$ cat config.mk
export PLATFORM = sky130hd
export DESIGN_NAME = plan_act_pipe_flat
export DESIGN_NICKNAME = d
export VERILOG_FILES = /design/src/rtl/plan_act_pipe_if.sv /design/src/rtl/plan_act_pipe.sv /design/src/flat_wrapper.sv
export SDC_FILE = /design/constraint.sdc
export NUM_CORES = 1
export LEC_CHECK = 0
export CAP_MARGIN = 20
export CELL_PAD_IN_SITES_DETAIL_PLACEMENT = 0
export CELL_PAD_IN_SITES_GLOBAL_PLACEMENT = 2
export CORE_MARGIN = 10
export CORE_UTILIZATION = 34
export DETAILED_ROUTE_END_ITERATION = 8
export HOLD_SLACK_MARGIN = 0.12
export PLACE_DENSITY = 0.79
export SLEW_MARGIN = 5
export SYNTH_ARGS = -nofsm -noshare
export SYNTH_HDL_FRONTEND = slang
export SYNTH_SLANG_ARGS = --single-unit
$ cat constraint.sdc
create_clock -name clk -period 2.8 [get_ports clk]
set_clock_uncertainty 0.15 [all_clocks]
set_input_delay 0.56 -clock clk [delete_from_list [all_inputs] [get_ports clk]]
set_output_delay 0.56 -clock clk [all_outputs]
set_load 0.05 [all_outputs]
$ cat src/rtl/plan_act_pipe_if.sv
// plan_act_pipe_if: valid/ready stream bundle for the PLAN activation unit.
// Upstream sample channel and downstream result channel share one interface.
interface plan_act_pipe_if #(
  parameter int WIDTH = 16
);
  logic             in_valid;
  logic             in_ready;
  logic [WIDTH-1:0] in_x;
  logic             in_mode;
  logic             out_valid;
  logic             out_ready;
  logic [WIDTH-1:0] out_y;

  modport master (
    output in_valid, in_x, in_mode, out_ready,
    input  in_ready, out_valid, out_y
  );

  modport slave (
    input  in_valid, in_x, in_mode, out_ready,
    output in_ready, out_valid, out_y
  );
endinterface

$ cat src/rtl/plan_act_pipe.sv
// plan_act_pipe: 3-stage shift-add PLAN sigmoid with valid/ready streaming.
// Define PLAN_TANH_EN to add the tanh mode selected by in_mode.
module plan_act_pipe #(
  parameter int WIDTH = 16,
  parameter int FRAC  = 12
) (
  input  logic           clk,
  input  logic           rst_n,
  plan_act_pipe_if.slave bus
);

  localparam logic [WIDTH-1:0] ONE   = WIDTH'(1) << FRAC;
  localparam logic [WIDTH-1:0] HALF  = WIDTH'(1) << (FRAC - 1);
  localparam logic [WIDTH-1:0] FIVE  = WIDTH'(5) << FRAC;
  localparam logic [WIDTH-1:0] BP_HI = WIDTH'(19) << (FRAC - 3);
  localparam logic [WIDTH-1:0] C_HI  = WIDTH'(27) << (FRAC - 5);
  localparam logic [WIDTH-1:0] C_MID = WIDTH'(5) << (FRAC - 3);
  localparam logic [WIDTH-1:0] MAXP  = {1'b0, {(WIDTH-1){1'b1}}};
  localparam logic [WIDTH-1:0] MINV  = {1'b1, {(WIDTH-1){1'b0}}};

  typedef enum logic [1:0] {
    SEG_SAT,
    SEG_HI,
    SEG_MID,
    SEG_LO
  } seg_e;

  typedef struct packed {
    logic             vld;
    logic             neg;
`ifdef PLAN_TANH_EN
    logic             mode;
`endif
    seg_e             seg;
    logic [WIDTH-1:0] a;
  } s1_t;

  typedef struct packed {
    logic             vld;
    logic             neg;
`ifdef PLAN_TANH_EN
    logic             mode;
`endif
    logic [WIDTH-1:0] m;
  } s2_t;

  logic             en;
  s1_t              s1_d, s1_q;
  s2_t              s2_d, s2_q;
  logic             vld3;
  logic [WIDTH-1:0] y_d, y_q;
  logic [WIDTH-1:0] x_abs;

  assign en            = !vld3 || bus.out_ready;
  assign bus.in_ready  = en;
  assign bus.out_valid = vld3;
  assign bus.out_y     = y_q;

`ifndef PLAN_TANH_EN
  logic unused_mode;
  assign unused_mode = bus.in_mode;
`endif

  // S1: magnitude with saturation, then segment select
  always_comb begin
    s1_d     = '0;
    s1_d.vld = bus.in_valid;
    s1_d.neg = bus.in_x[WIDTH-1];
    x_abs    = bus.in_x;
    if (bus.in_x == MINV)
      x_abs = MAXP;
    else if (bus.in_x[WIDTH-1])
      x_abs = -bus.in_x;
    s1_d.a = x_abs;
`ifdef PLAN_TANH_EN
    s1_d.mode = bus.in_mode;
    if (bus.in_mode)
      s1_d.a = (x_abs > (MAXP >> 1)) ? MAXP : (x_abs << 1);
`endif
    if (s1_d.a >= FIVE)
      s1_d.seg = SEG_SAT;
    else if (s1_d.a >= BP_HI)
      s1_d.seg = SEG_HI;
    else if (s1_d.a >= ONE)
      s1_d.seg = SEG_MID;
    else
      s1_d.seg = SEG_LO;
  end

  always_comb begin
    s2_d     = '0;
    s2_d.vld = s1_q.vld;
    s2_d.neg = s1_q.neg;
`ifdef PLAN_TANH_EN
    s2_d.mode = s1_q.mode;
`endif
    unique case (s1_q.seg)
      SEG_SAT: s2_d.m = ONE;
      SEG_HI:  s2_d.m = (s1_q.a >> 5) + C_HI;
      SEG_MID: s2_d.m = (s1_q.a >> 3) + C_MID;
      SEG_LO:  s2_d.m = (s1_q.a >> 2) + HALF;
    endcase
  end

`ifdef PLAN_TANH_EN
  logic [WIDTH-1:0] t;
  assign t = (s2_q.m << 1) - ONE;
`endif

  // S3: sigmoid symmetry 1-m; tanh is odd around 0
  always_comb begin
    y_d = s2_q.neg ? (ONE - s2_q.m) : s2_q.m;
`ifdef PLAN_TANH_EN
    if (s2_q.mode)
      y_d = s2_q.neg ? -t : t;
`endif
  end

  always_ff @(posedge clk or negedge rst_n) begin
    if (!rst_n) begin
      s1_q <= '0;
      s2_q <= '0;
      vld3 <= 1'b0;
      y_q  <= '0;
    end else if (en) begin
      s1_q <= s1_d;
      s2_q <= s2_d;
      vld3 <= s2_q.vld;
      y_q  <= y_d;
    end
  end

endmodule

$ cat src/flat_wrapper.sv
// flat-port wrapper written by rule: the top's interface ports become plain ports
module plan_act_pipe_flat 
#(
  parameter int WIDTH = 16,
  parameter int FRAC  = 12
)
  (clk, rst_n, bus_in_valid, bus_in_x, bus_in_mode, bus_out_ready, bus_in_ready, bus_out_valid, bus_out_y);
  plan_act_pipe_if #(.WIDTH(WIDTH)) bus_i ();
  input  logic clk;
  input  logic rst_n;
  input wire logic [$bits(bus_i.in_valid)-1:0] bus_in_valid;
  input wire logic [$bits(bus_i.in_x)-1:0] bus_in_x;
  input wire logic [$bits(bus_i.in_mode)-1:0] bus_in_mode;
  input wire logic [$bits(bus_i.out_ready)-1:0] bus_out_ready;
  output wire logic [$bits(bus_i.in_ready)-1:0] bus_in_ready;
  output wire logic [$bits(bus_i.out_valid)-1:0] bus_out_valid;
  output wire logic [$bits(bus_i.out_y)-1:0] bus_out_y;
  assign bus_i.in_valid = bus_in_valid;
  assign bus_i.in_x = bus_in_x;
  assign bus_i.in_mode = bus_in_mode;
  assign bus_i.out_ready = bus_out_ready;
  assign bus_in_ready = bus_i.in_ready;
  assign bus_out_valid = bus_i.out_valid;
  assign bus_out_y = bus_i.out_y;
  plan_act_pipe #(.WIDTH(WIDTH), .FRAC(FRAC)) u_core (.clk(clk), .rst_n(rst_n), .bus(bus_i));
endmodule
# Word level (Yosys, flattened, before mapping)
# Cells that the tools add are included.
# W data, S select, Z words.
classes:
  addsub: 5
  reduce_logical: 3
  magnitude_cmp: 3
  n_eq_ne: 4
  muxes: 7
op_table:
  columns: ["cell", "n"]
  rows:
  - ["$pmux W16 S4", 1]
  - ["$mux W16", 3]
  - ["$eq A16 B16 Y1 const B", 1]
  - ["$ge A16 B13 Y1 const B", 1]
  - ["$ge A16 B14 Y1 const B", 1]
  - ["$ge A16 B15 Y1 const B", 1]
  - ["$neg A16 Y16", 1]
  - ["$sub A13 B16 Y16 const A", 1]
  - ["$add A14 B12 Y15 const B", 1]
  - ["$add A13 B12 Y14 const B", 1]
  - ["$add A11 B12 Y13 const B", 1]
  - ["$eq A2 B2 Y1 const B", 2]
  - ["$mux W2", 2]
  - ["$eq A2 B1 Y1 const B", 1]
  - ["$logic_not A2 Y1", 1]
  - ["$logic_not A1 Y1", 1]
  - ["$logic_or A1 B1 Y1", 1]
  - ["$mux W1", 1]
totals:
  ff_bits: 55
  elab_cells: 31
  input_bits: 21

# Longest topological paths before layout
# Gate-level depths: netlist of run 1.
depth:
  depth_word: 7
  depth_mapped: 7

# Worst setup path before layout of run 1
# OpenSTA, ideal clock, no wires.
synth_path:
  path_type: "register -> output"
  startpoint: "reg u_core.vld3, in the netlist u_core.bus.out_valid"
  endpoint: "out bus_in_ready"
  path_slack_ns: 0.462
  stages_incl_launch_ff: 5
  required_time_ns: 2.090
  path_buffers: 2
  arrival_time_ns: 1.628
  cell_sequence: "dfrtp_1 > nor2b_1 > clkbuf_1 > inv_2 > clkbuf_1"
synth_between:
  elab_chain_len: 2
synth_rtl:
  columns: ["element", "line", "rtl"]
  rows:
  - ["start, declared", "plan_act_pipe.sv:50", "logic vld3;"]
  - ["start signal, assigned", "plan_act_pipe.sv:128", "vld3 <= s2_q.vld;"]
  - ["$logic_not A1 Y1", "plan_act_pipe.sv:54", "assign en = !vld3 || bus.out_ready;"]
  - ["$logic_or A1 B1 Y1", "plan_act_pipe.sv:54", null]
  - ["end, declared", "flat_wrapper.sv:15", "output wire logic [$bits(bus_i.in_ready)-1:0] bus_in_ready;"]
# No other way between the ends.

# Final worst setup path of run 1
layout_path:
  startpoint: "in bus_in_x[4]"
  endpoint: "reg u_core.s1_q[17] in the netlist's numbering"
layout_between:
  elab_chain_len: 6
  elab_cells_between_ends: 8
layout_rtl:
  columns: ["element", "line", "rtl"]
  rows:
  - ["start, declared", "flat_wrapper.sv:12", "input wire logic [$bits(bus_i.in_x)-1:0] bus_in_x;"]
  - ["$neg A16 Y16", "plan_act_pipe.sv:73", "x_abs = -bus.in_x;"]
  - ["$mux W16", "plan_act_pipe.sv:72", "else if (bus.in_x[WIDTH-1])"]
  - ["$mux W16 (*)", "plan_act_pipe.sv:70", "if (bus.in_x == MINV)"]
  - ["$ge A16 B14 Y1", "plan_act_pipe.sv:82", "else if (s1_d.a >= BP_HI)"]
  - ["$mux W2", "plan_act_pipe.sv:82", null]
  - ["$mux W2 (*)", "plan_act_pipe.sv:80", "if (s1_d.a >= FIVE)"]
  - ["end signal, assigned", "plan_act_pipe.sv:121", "s1_q <= '0;"]
  - ["end signal, assigned", "plan_act_pipe.sv:126", "s1_q <= s1_d;"]
  - ["end, declared", "plan_act_pipe.sv:48", "s1_t s1_d, s1_q;"]
# Mark *: on every way between the ends. The rest lies on a longest branch, timed or not.
# A chain may end at the register's enable or synchronous reset.

==> PnR_summary.wiki, run 1 <==
{| class="wikitable"
! Metric !! Value
|-
| Outcome || complete, no violations
|-
| Die footprint || 13100 um^2
|-
| TritonCTS sink count || 52
|-
| Fraction of the yosys area taken by sequential cells || 43.0%
|-
| PD cells || 948 nW/um^2
|-
| # nets final || 413
|-
| Count of distinct cell types in the synthesized netlist || 43
|-
| RSZ-0062 raised after global routing || false
|-
| Mean routed wirelength per cell || 13.1 um
|-
| Count of pins on the block boundary || 39
|-
| Via count || 2392
|-
| TritonCTS Buffers || 5
|-
| Minimum period implied by the final worst setup slack || 2.48 ns
|-
| Internal Dissipation || 1.92 mW
|-
| Antenna-violating nets left || 0
|-
| Post-CTS sizing || 0
|-
| Core Region || 8680 um^2
|-
| Initial antenna violation count || 0
|-
| Max Cap Violations || 0
|-
| Count of inserted antenna diode cells || 0
|-
| Sum of routed wire length over all layers || 6.46 mm
|-
| Power share of the combinational group || 49.8%
|-
| F_max || 404 MHz
|-
| Critical Path Sink Type || flip-flop
|-
| Share of synthesized registers carrying an async set or reset || 100%
|-
| Largest net degree at the start of global routing || 53
|-
| CTS tree || done
|-
| Leftover overflow at the end of global routing || 0
|-
| Top_reg_cell synth || sky130_fd_sc_hd__dfrtp_1
|-
| Switching share of total power || 45.4%
|-
| Top-count cell post-synth || sky130_fd_sc_hd__dfrtp_1
|-
| I/O Buffers || 37
|-
| Residual DRC || 0
|-
| Number of global-route vias before repair || 2490
|-
| Total GRT Usage || 10.2%
|-
| # H-tree levels || 2
|-
| Number of rows in the core area || 34
|-
| Vertical extent of the die || 114 um
|-
| Footprint of the flip-flops and latches || 1300 um^2
|-
| Multi-input gate area || 1600 um^2
|-
| Ordered list of cells on the worst path || clkdlybuf4s50_1 > or4_4 > nor4_1 > a31oi_1 > a32o_1 > a21o_1
|-
| Starting Density || 34.9%
|-
| Mapped Nets || 369
|-
| Final number of hold-violating endpoints || 0
|-
| Crit-path max cell delay || 0.58 ns
|-
| Arrival time at the worst endpoint || 2.52 ns
|-
| Required time reported for the critical path endpoint || 2.85 ns
|-
| Area share of the leading cell type in the synthesized netlist || 43.0%
|-
| Final Cycle Share || 88.4%
|-
| Total of fill cells in the finished design || 890
|-
| EDFF count, synth || 0
|-
| Sequential fraction of design power || 38.0%
|-
| Critical-path cell with the highest stage delay || sky130_fd_sc_hd__or4_4
|-
| Weighted congestion at the end of routability-driven global placement || 0.793
|-
| Post-route design area || 3700 um^2
|-
| Headroom to the max-slew limit || 51.1%
|-
| Half-perimeter wire length after placement || 4.91 mm
|-
| Number of detailed-route iterations in the first pass || 4
|-
| Mean post-synth cell area || 8.90 um^2
|-
| Average vias per placed instance || 4.85
|-
| CTS clock-pin slew for the worst setup and hold paths || 0.10 ns
|-
| Cell at the root of the clock tree || sky130_fd_sc_hd__clkbuf_8
|-
| Yosys warnings || 0
|-
| Number of buffers added for setup after CTS || 0
|-
| Type of the tightest min-delay check || reg -> reg
|-
| Biggest fanout along the worst timing path || 4
|-
| Cell types with the largest area share after synthesis || sky130_fd_sc_hd__dfrtp_1 (43%), sky130_fd_sc_hd__xor2_1 (5.8%), sky130_fd_sc_hd__nand2_1 (5.5%)
|-
| Crit Path Class || in -> reg
|-
| Number of endpoints failing setup at the final stage || 0
|-
| Top cells by count, synth || sky130_fd_sc_hd__dfrtp_1 (52), sky130_fd_sc_hd__nand2_1 (44), sky130_fd_sc_hd__nor2_1 (29)
|-
| First DRT Iteration DRCs || 84
|-
| Maximum buffer depth of the clock tree || 2
|-
| P&R area growth vs syn || 22.3%
|-
| Global-route wire length before repair || 11.4 mm
|-
| Clock latency on the worst-skew pair || 0.30 ns
|-
| Static Leakage || 1.58 nW
|-
| Fraction of final layout cells sized beyond drive strength 1 || 9.61%
|-
| Number of hold-repair buffers added at the cts stage || 1
|-
| Number of synthesized register bits || 52
|-
| Largest vdd supply drop || 315 uV
|-
| Relative contribution of the clock network to total power || 12.2%
|-
| Cell taking the most area after synthesis || sky130_fd_sc_hd__dfrtp_1
|-
| Crit start category || input pin
|-
| Pin slew with the least headroom to its limit || 0.733 ns
|-
| Die W || 114 um
|-
| Instance area after placement || 3600 um^2
|-
| Cell count after synthesis || 340
|-
| Mapped cell area || 3030 um^2
|-
| Number of max-slew violations in the final report || 0
|-
| Total negative setup slack || 0 ns
|-
| Reported net switching power || 1.59 mW
|}
critical path: cells and delay by family:
kind            cells  cell delay (ns)
compound gates      3             0.63
buf+inv             1             0.42
simple gates        2             0.91
path summary, 6_finish.rpt:
kind                                       from                    to  slack (ns)  cells past startpoint
worst max-delay path                bus_in_x[4]       u_core.s1_q[17]        0.32                      6
worst min-delay path            u_core.s2_q[17]  u_core.bus.out_valid        0.31                      1
worst max register to register   u_core.s2_q[0]  u_core.bus.out_y[10]        0.58                      7
worst min register to register  u_core.s2_q[17]  u_core.bus.out_valid        0.31                      1
max in group asynchronous                 rst_n       u_core.s1_q[19]        1.65                      3
min in group asynchronous                 rst_n   u_core.bus.out_y[0]        0.62                      3
state kept, by name, indices dropped and copies added, names as in the netlist:
name                  count
u_core.s1_q              18
u_core.s2_q              17
u_core.bus.out_y         16
u_core.bus.out_valid      1
power by group through the flow:
stage                     Sequential [mW]  Clock [mW]  Combinational [mW]
after detailed placement             1.36           0                1.77
final                                1.33       0.429                1.75
after floorplan                      1.68           0               0.902
after global routing                 1.40       0.474                1.95
after global placement               1.34           0                1.76
after CTS                            1.34       0.448                1.78
cell families after synthesis:
logic type,Yosys count,synth area share [%]
adders and majority gates,8,3.31
xor gates and xnor gates,30,8.68
and+or+nand+nor,107,16.5
buffers and inverters,35,4.38
AOI/OAI and AO/OA,97,20.3
DFF,52,43.0
muxes,11,3.76
routing by layer:
metal	track usage, %	share of wire, %
met1	12.5	48
met2	17.7	46
met3	2.25	5.2
met4	2.51	0.94
met5	0	0
area by class of cell:
type                       count  share of cell area [%]
timing repair buffer          55                    13.9
inverter                      17                    1.72
tap                          108                    3.65
clock buffer                   6                    1.96
sequential                    52                    35.2
clock inverter                 2                   0.439
multi-input combinational    253                    43.2
layout by cell type (no fill, tap or decap), types with 4 or more instances in the layout:
master,count
sky130_fd_sc_hd__dfrtp_1,52
sky130_fd_sc_hd__nand2_1,44
sky130_fd_sc_hd__clkdlybuf4s50_1,35
sky130_fd_sc_hd__nor2_1,29
sky130_fd_sc_hd__a21oi_1,26
sky130_fd_sc_hd__o21ai_1,24
sky130_fd_sc_hd__xor2_1,20
sky130_fd_sc_hd__buf_4,17
sky130_fd_sc_hd__inv_1,14
sky130_fd_sc_hd__xnor2_1,10
sky130_fd_sc_hd__mux2i_1,8
sky130_fd_sc_hd__nor3_1,8
sky130_fd_sc_hd__ha_1,8
sky130_fd_sc_hd__o21ai_0,7
sky130_fd_sc_hd__or3_1,6
sky130_fd_sc_hd__o31ai_1,6
sky130_fd_sc_hd__a31oi_1,6
sky130_fd_sc_hd__o211ai_1,5
sky130_fd_sc_hd__a21o_1,5
sky130_fd_sc_hd__clkbuf_8,5
sky130_fd_sc_hd__nand3_1,4
sky130_fd_sc_hd__a211oi_1,4
through the flow:
step / std cells / power [mW] / setup WS [ns] / util, % / hold WS (ns)
after floorplan: 340 / 2.58 / 0.462 / - / 0.114
after global placement: 484 / 3.10 / 0.0290 / 41.5 / 0.291
after detailed placement: 484 / 3.13 / 0.0123 / 41.5 / 0.297
after CTS: 493 / 3.57 / 0.335 / 42.6 / 0.315
after global routing: 493 / 3.82 / 0.230 / 42.6 / 0.327
final: 493 / 3.51 / 0.324 / 42.6 / 0.305
No activity file was read; power rests on OpenSTA's default activity.
==> run 2: changes to the inputs <==
--- a/config.mk
+++ b/config.mk
@@ -10,6 +10,7 @@
 export CELL_PAD_IN_SITES_GLOBAL_PLACEMENT = 2
 export CORE_MARGIN = 10
 export CORE_UTILIZATION = 34
+export CTS_CLUSTER_DIAMETER = 80
 export DETAILED_ROUTE_END_ITERATION = 8
 export HOLD_SLACK_MARGIN = 0.12
 export PLACE_DENSITY = 0.79
==> results of run 2 <==
No change in the layout: final DEF, timing and power equal those of run 1.
